$ cat src/rtl/uart_tx_arbiter.sv
// Round-robin arbiter that lets NUM_REQ requesters share one UART transmitter.
// Define UART_ARB_TIMEOUT_EN to add a watchdog on the uart_busy handshake.
module uart_tx_arbiter #(
    parameter int NUM_REQ        = 4,
    parameter int TIMEOUT_CYCLES = 8
) (
    input  logic                       clk,
    input  logic                       rst,
    input  logic [NUM_REQ-1:0]         req,
    input  logic [8*NUM_REQ-1:0]       req_data,
    output logic [NUM_REQ-1:0]         gnt,
    output logic                       uart_start,
    output logic [7:0]                 uart_data,
    input  logic                       uart_busy,
    output logic [$clog2(NUM_REQ)-1:0] active_id,
    output logic                       arb_busy,
    output logic                       err
);

    localparam int          ID_W   = $clog2(NUM_REQ);
    localparam int unsigned NREQ_U = NUM_REQ;

    typedef enum logic [1:0] {
        S_IDLE,
        S_WAIT_BUSY,
        S_WAIT_DONE
    } state_t;

    state_t             state_q, state_d;
    logic [NUM_REQ-1:0] gnt_q, gnt_d;
    logic               uart_start_q, uart_start_d;
    logic [7:0]         uart_data_q, uart_data_d;
    logic [ID_W-1:0]    active_id_q, active_id_d;
    logic [ID_W-1:0]    last_grant_q, last_grant_d;
    logic               arb_busy_q, arb_busy_d;

    logic               win_found;
    logic [ID_W-1:0]    win_id;
    logic [7:0]         win_data;
    int unsigned        idx;

`ifdef UART_ARB_TIMEOUT_EN
    localparam int CNT_W = $clog2(TIMEOUT_CYCLES + 1);
    logic [CNT_W-1:0]   cnt_q, cnt_d;
    logic               err_q, err_d;
`endif

    // Search upward from the slot after the last grant, wrapping around.
    always_comb begin
        win_found = 1'b0;
        win_id    = '0;
        idx       = 0;
        for (int unsigned k = 1; k <= NREQ_U; k++) begin
            idx = (32'(last_grant_q) + k) % NREQ_U;
            if (!win_found && req[idx[ID_W-1:0]]) begin
                win_found = 1'b1;
                win_id    = idx[ID_W-1:0];
            end
        end
    end

    always_comb begin
        win_data = '0;
        for (int unsigned i = 0; i < NREQ_U; i++) begin
            if (win_id == ID_W'(i)) begin
                win_data = req_data[8*i +: 8];
            end
        end
    end

    always_comb begin
        state_d      = state_q;
        gnt_d        = '0;
        uart_start_d = 1'b0;
        uart_data_d  = uart_data_q;
        active_id_d  = active_id_q;
        last_grant_d = last_grant_q;
`ifdef UART_ARB_TIMEOUT_EN
        cnt_d        = cnt_q;
        err_d        = 1'b0;
`endif
        case (state_q)
            S_IDLE: begin
                // A busy UART in IDLE is owned elsewhere; hold off until it frees.
                if (win_found && !uart_busy) begin
                    gnt_d[win_id] = 1'b1;
                    uart_start_d  = 1'b1;
                    uart_data_d   = win_data;
                    active_id_d   = win_id;
                    last_grant_d  = win_id;
                    state_d       = S_WAIT_BUSY;
`ifdef UART_ARB_TIMEOUT_EN
                    cnt_d         = '0;
`endif
                end
            end
            S_WAIT_BUSY: begin
                if (uart_busy) begin
                    state_d = S_WAIT_DONE;
`ifdef UART_ARB_TIMEOUT_EN
                end else if (cnt_q == CNT_W'(TIMEOUT_CYCLES - 1)) begin
                    err_d   = 1'b1;
                    state_d = S_IDLE;
                end else begin
                    cnt_d = cnt_q + 1'b1;
`endif
                end
            end
            S_WAIT_DONE: begin
                if (!uart_busy) begin
                    state_d = S_IDLE;
                end
            end
            default: state_d = S_IDLE;
        endcase
        arb_busy_d = (state_d != S_IDLE);
    end

    always_ff @(posedge clk) begin
        if (rst) begin
            state_q      <= S_IDLE;
            gnt_q        <= '0;
            uart_start_q <= 1'b0;
            uart_data_q  <= 8'h00;
            active_id_q  <= '0;
            last_grant_q <= ID_W'(NUM_REQ - 1);
            arb_busy_q   <= 1'b0;
        end else begin
            state_q      <= state_d;
            gnt_q        <= gnt_d;
            uart_start_q <= uart_start_d;
            uart_data_q  <= uart_data_d;
            active_id_q  <= active_id_d;
            last_grant_q <= last_grant_d;
            arb_busy_q   <= arb_busy_d;
        end
    end

`ifdef UART_ARB_TIMEOUT_EN
    always_ff @(posedge clk) begin
        if (rst) begin
            cnt_q <= '0;
            err_q <= 1'b0;
        end else begin
            cnt_q <= cnt_d;
            err_q <= err_d;
        end
    end

    assign err = err_q;
`else
    assign err = 1'b0;
`endif

    assign gnt        = gnt_q;
    assign uart_start = uart_start_q;
    assign uart_data  = uart_data_q;
    assign active_id  = active_id_q;
    assign arb_busy   = arb_busy_q;

endmodule

$ cat config.mk
export PLATFORM = sky130hd
export DESIGN_NAME = uart_tx_arbiter
export DESIGN_NICKNAME = d
export VERILOG_FILES = /design/src/rtl/uart_tx_arbiter.sv
export SDC_FILE = /design/constraint.sdc
export NUM_CORES = 1
export LEC_CHECK = 0
export BUFFER_PORTS_ARGS = -buffer_cell sky130_fd_sc_hd__buf_4
export CAP_MARGIN = 20
export CORE_MARGIN = 2
export CORE_UTILIZATION = 39
export CTS_BUF_LIST = sky130_fd_sc_hd__clkbuf_16
export DETAILED_ROUTE_END_ITERATION = 7
export PLACE_DENSITY = 0.74
export RECOVER_POWER = 25
export REMOVE_ABC_BUFFERS = 1
export SLEW_MARGIN = 20
export SYNTH_ARGS = -nofsm -noshare
export SYNTH_HDL_FRONTEND = slang
export SYNTH_SLANG_ARGS = --single-unit
$ cat constraint.sdc
create_clock -name clk -period 1.4 [get_ports clk]
set_input_delay 0.28 -clock clk [delete_from_list [all_inputs] [get_ports clk]]
set_output_delay 0.28 -clock clk [all_outputs]
set_load 0.02 [all_outputs]
==> impl_metrics.py <==
metrics = {
    "final_layout": {
        "diodes": 0,
        "stdcell_count": 216,
        "area_delta_synth_final_pct": 70.8,
        "nFillCells": 186,
        "layout-drive-gt1-share": 0.548,
        "nets": 227,
    },
    "worst_setup_path": {
        "startpoint_type": "flop",
        "cp_top_family": "compound AO/OA/AOI/OAI gates",
        "crit_arrival_ns": 1.72,
        "required_ns": 1.54,
        "critPathMaxFanout": 11,
        "crit_type": "reg2reg",
        "r2r-end": "uart_data[5]",
        "slowest_delay_ns": 0.35,
        "crit_path_end_kind": "flop",
        "rr_startpoint": "last_grant_q[0]",
        "critPathBufInv": 1,
        "r2r_setup_slack_ns": -0.18,
        "r2r_cells": 6,
        "crit_slowest_cell": "mux2_1",
        "crit_chain": "and2b_1, o221ai_2, buf_12, mux2_1, a21oi_2, a31oi_1",
    },
    "power_and_ir_drop": {
        "power_density_mw_per_mm2": 1030,
        "leakage_uw": 0.000822,
        "peakVddDrop_v": 0.000734,
    },
    "clock_network": {
        "numCtsBuffers": 3,
        "cts_tree": "built",
        "htree_levels": 1,
        "root_buffer": "clkbuf_16",
        "cts_sinks": 20,
        "hold_buffers": 0,
        "clk_latency_ns": 0.25,
        "ctsLongestPathBuffers": 2,
        "cts.clk_slew.worst_paths_ns": 0.05,
    },
    "floorplan": {
        "rows": 18,
        "fp.dieArea_mm2": 0.00307,
        "initial_utilization": 0.412,
        "die_h_um": 55.4,
        "core_region_area_mm2": 0.00250,
        "die_w_um": 55.4,
        "io-pin-count": 56,
    },
    "sta": {
        "setup_violations": 8,
        "slew_headroom": 0.666,
        "rsz0062_at_grt": "true",
        "fin_ws_ns": -0.184,
        "hold_ws_ns": 0.300,
        "final_hold_viol_count": 0,
        "slew_violations": 0,
        "fin_crit_ns": 1.58,
        "tightest_slew_ns": 0.489,
        "skew_ns": 0.000814,
        "fin_crit_sh": 1.13,
        "max_freq_mhz": 631,
    },
    "synthesis": {
        "synthTopCellsByCount": "dfxtp_1 (20), nor2_1 (9), mux2i_1 (8)",
        "async_flop_share": 0,
        "synth_top_area_frac": 0.389,
        "ys_warn_count": 0,
        "synth_ff_type": "dfxtp_1",
        "synth_area_leaders": "dfxtp_1 (39%), mux2i_1 (7.8%), mux2_2 (5.5%)",
        "synth-seq-cells": 20,
        "yosysUniqueCellTypes": 38,
        "synth-edff-count": 0,
        "yosysTopAreaCell": "dfxtp_1",
        "synth_area_mm2": 0.00103,
        "syn_area_per_cell_um2": 9.45,
        "synth_most_common_cell": "dfxtp_1",
        "ys_seq_area_frac": 0.389,
        "synthCells": 109,
    },
    "global_route": {
        "gr-total-overflow": 0,
        "grt_pass1_vias": 1138,
        "grt_pass1_wl_um": 5000,
        "grt_start_max_net_pins": 16,
        "antenna_found_initial": 0,
        "track_usage": 0.200,
    },
    "route": {
        "vias": 1107,
        "ant_nets": 0,
        "avgViaCountPerCell": 5.13,
        "drc": 0,
        "drt_pass1_iterations": 4,
        "wl_per_cell_um": 14.1,
        "routed_wl_um": 3050,
        "drt_iter0_drc": 30,
    },
    "place": {
        "dp_cells": 210,
        "gp_congestion": 0.725,
        "port_buffers": 54,
        "hpwl_um": 2260,
    },
    "min_path": {
        "hold_path_end": "uart_data[7]",
        "whs_path_depth": 3,
        "hold_class": "in2reg",
        "hp-start": "req_data[31]",
    },
    "run_status": {
        "status": "finished with violations",
        "violations": "setup timing",
    },
    "flow_run": {
        "drv_cap": 0,
    },
}
==> power breakdown <==
group	internal, uW	switching [uW]	leakage (uW)
Sequential	617	24.7	0.000164
Combinational	330	271	0.000622
Clock	376	195	0.0000370
Total	1320	491	0.000822
==> state kept, by name, indices dropped and copies added, names as in the netlist <==
signal and cells:
arb_busy 1, uart_start 1, uart_data 8, active_id 2, gnt 4, state_q 2, last_grant_q 2
==> through the flow <==
stage	area [um^2]	setup slack (ns)	setup TNS, ns	total power, uW	util
after floorplan	986	-0.595	-5.26	905	-
after global placement	1620	-0.224	-2.61	1180	0.649
after detailed placement	1620	-0.286	-2.97	1200	0.649
after CTS	1730	-0.170	-1.23	1790	0.694
after global routing	1760	-0.249	-2.04	1890	0.704
final	1760	-0.184	-1.25	1810	0.704
==> cell usage in the layout, fill, tap and decap left out, types with 5 or more instances in the layout <==
master,instances
buf_4,72
clkbuf_1,6
dfxtp_1,18
mux2_2,5
mux2i_1,8
nor2_1,8
o21ai_1,6
==> repair_timing <==
action / in CTS / in global routing
gates resized for setup: 6 / 11
endpoints found under the setup margin: 14 / 15
pin swaps: 1 / 2
cloned: 0 / 0
setup buffers: 2 / 1
endpoints found under the hold margin: 0 / 0
==> cells by family (layout without fill, tap and decap cells) <==
kind of cell	count (synthesis)	count (layout)	share of synthesized area
flops	20	20	0.389
compound gates	26	26	0.176
xor+xnor	1	1	0.00851
other cells	1	1	0.00364
simple gates	36	36	0.208
mux	16	16	0.165
buf+inv	9	86	0.0498
==> worst max path at each step <==
stage | slack [ns] | cells past startpoint | end | startpoint
4_1_cts | -0.17 | 7 | uart_data[1] | last_grant_q[0]
3_5_place_dp | -0.29 | 7 | uart_data[7] | req[3]
5_1_grt | -0.25 | 8 | uart_data[0] | last_grant_q[0]
3_3_place_gp | -0.22 | 7 | uart_data[6] | req[3]
6_report | -0.18 | 6 | uart_data[5] | last_grant_q[0]
2_1_floorplan | -0.60 | 5 | uart_data[6] | last_grant_q[0]
==> routing by layer <==
metal / share of wire / global-route usage / wire [um] / vias to the layer above
li1: - / - / - / 548
met4: 0.0085 / 0.0662 / 26 / 0
met3: 0.049 / 0.0375 / 149 / 5
met5: 0 / 0 / 0 / -
met2: 0.54 / 0.369 / 1630 / 33
met1: 0.41 / 0.227 / 1240 / 521
==> tightest hold or removal path: cells and delay by family <==
kind / cells / cell delay [ns]
AOI/OAI and AO/OA: 1 / 0.07
and+or+nand+nor: 1 / 0.05
buffers and inverters: 1 / 0.11
==> final cells by class <==
type	count	area [um^2]	share of cell area
Tap cell	30	37.5	0.0213
Sequential cell	20	403	0.229
Timing Repair Buffer	81	606	0.344
Inverter	2	7.51	0.00427
Clock buffer	3	75.1	0.0427
Multi-Input combinational cell	80	631	0.358
No activity file was read; power rests on OpenSTA's default activity.
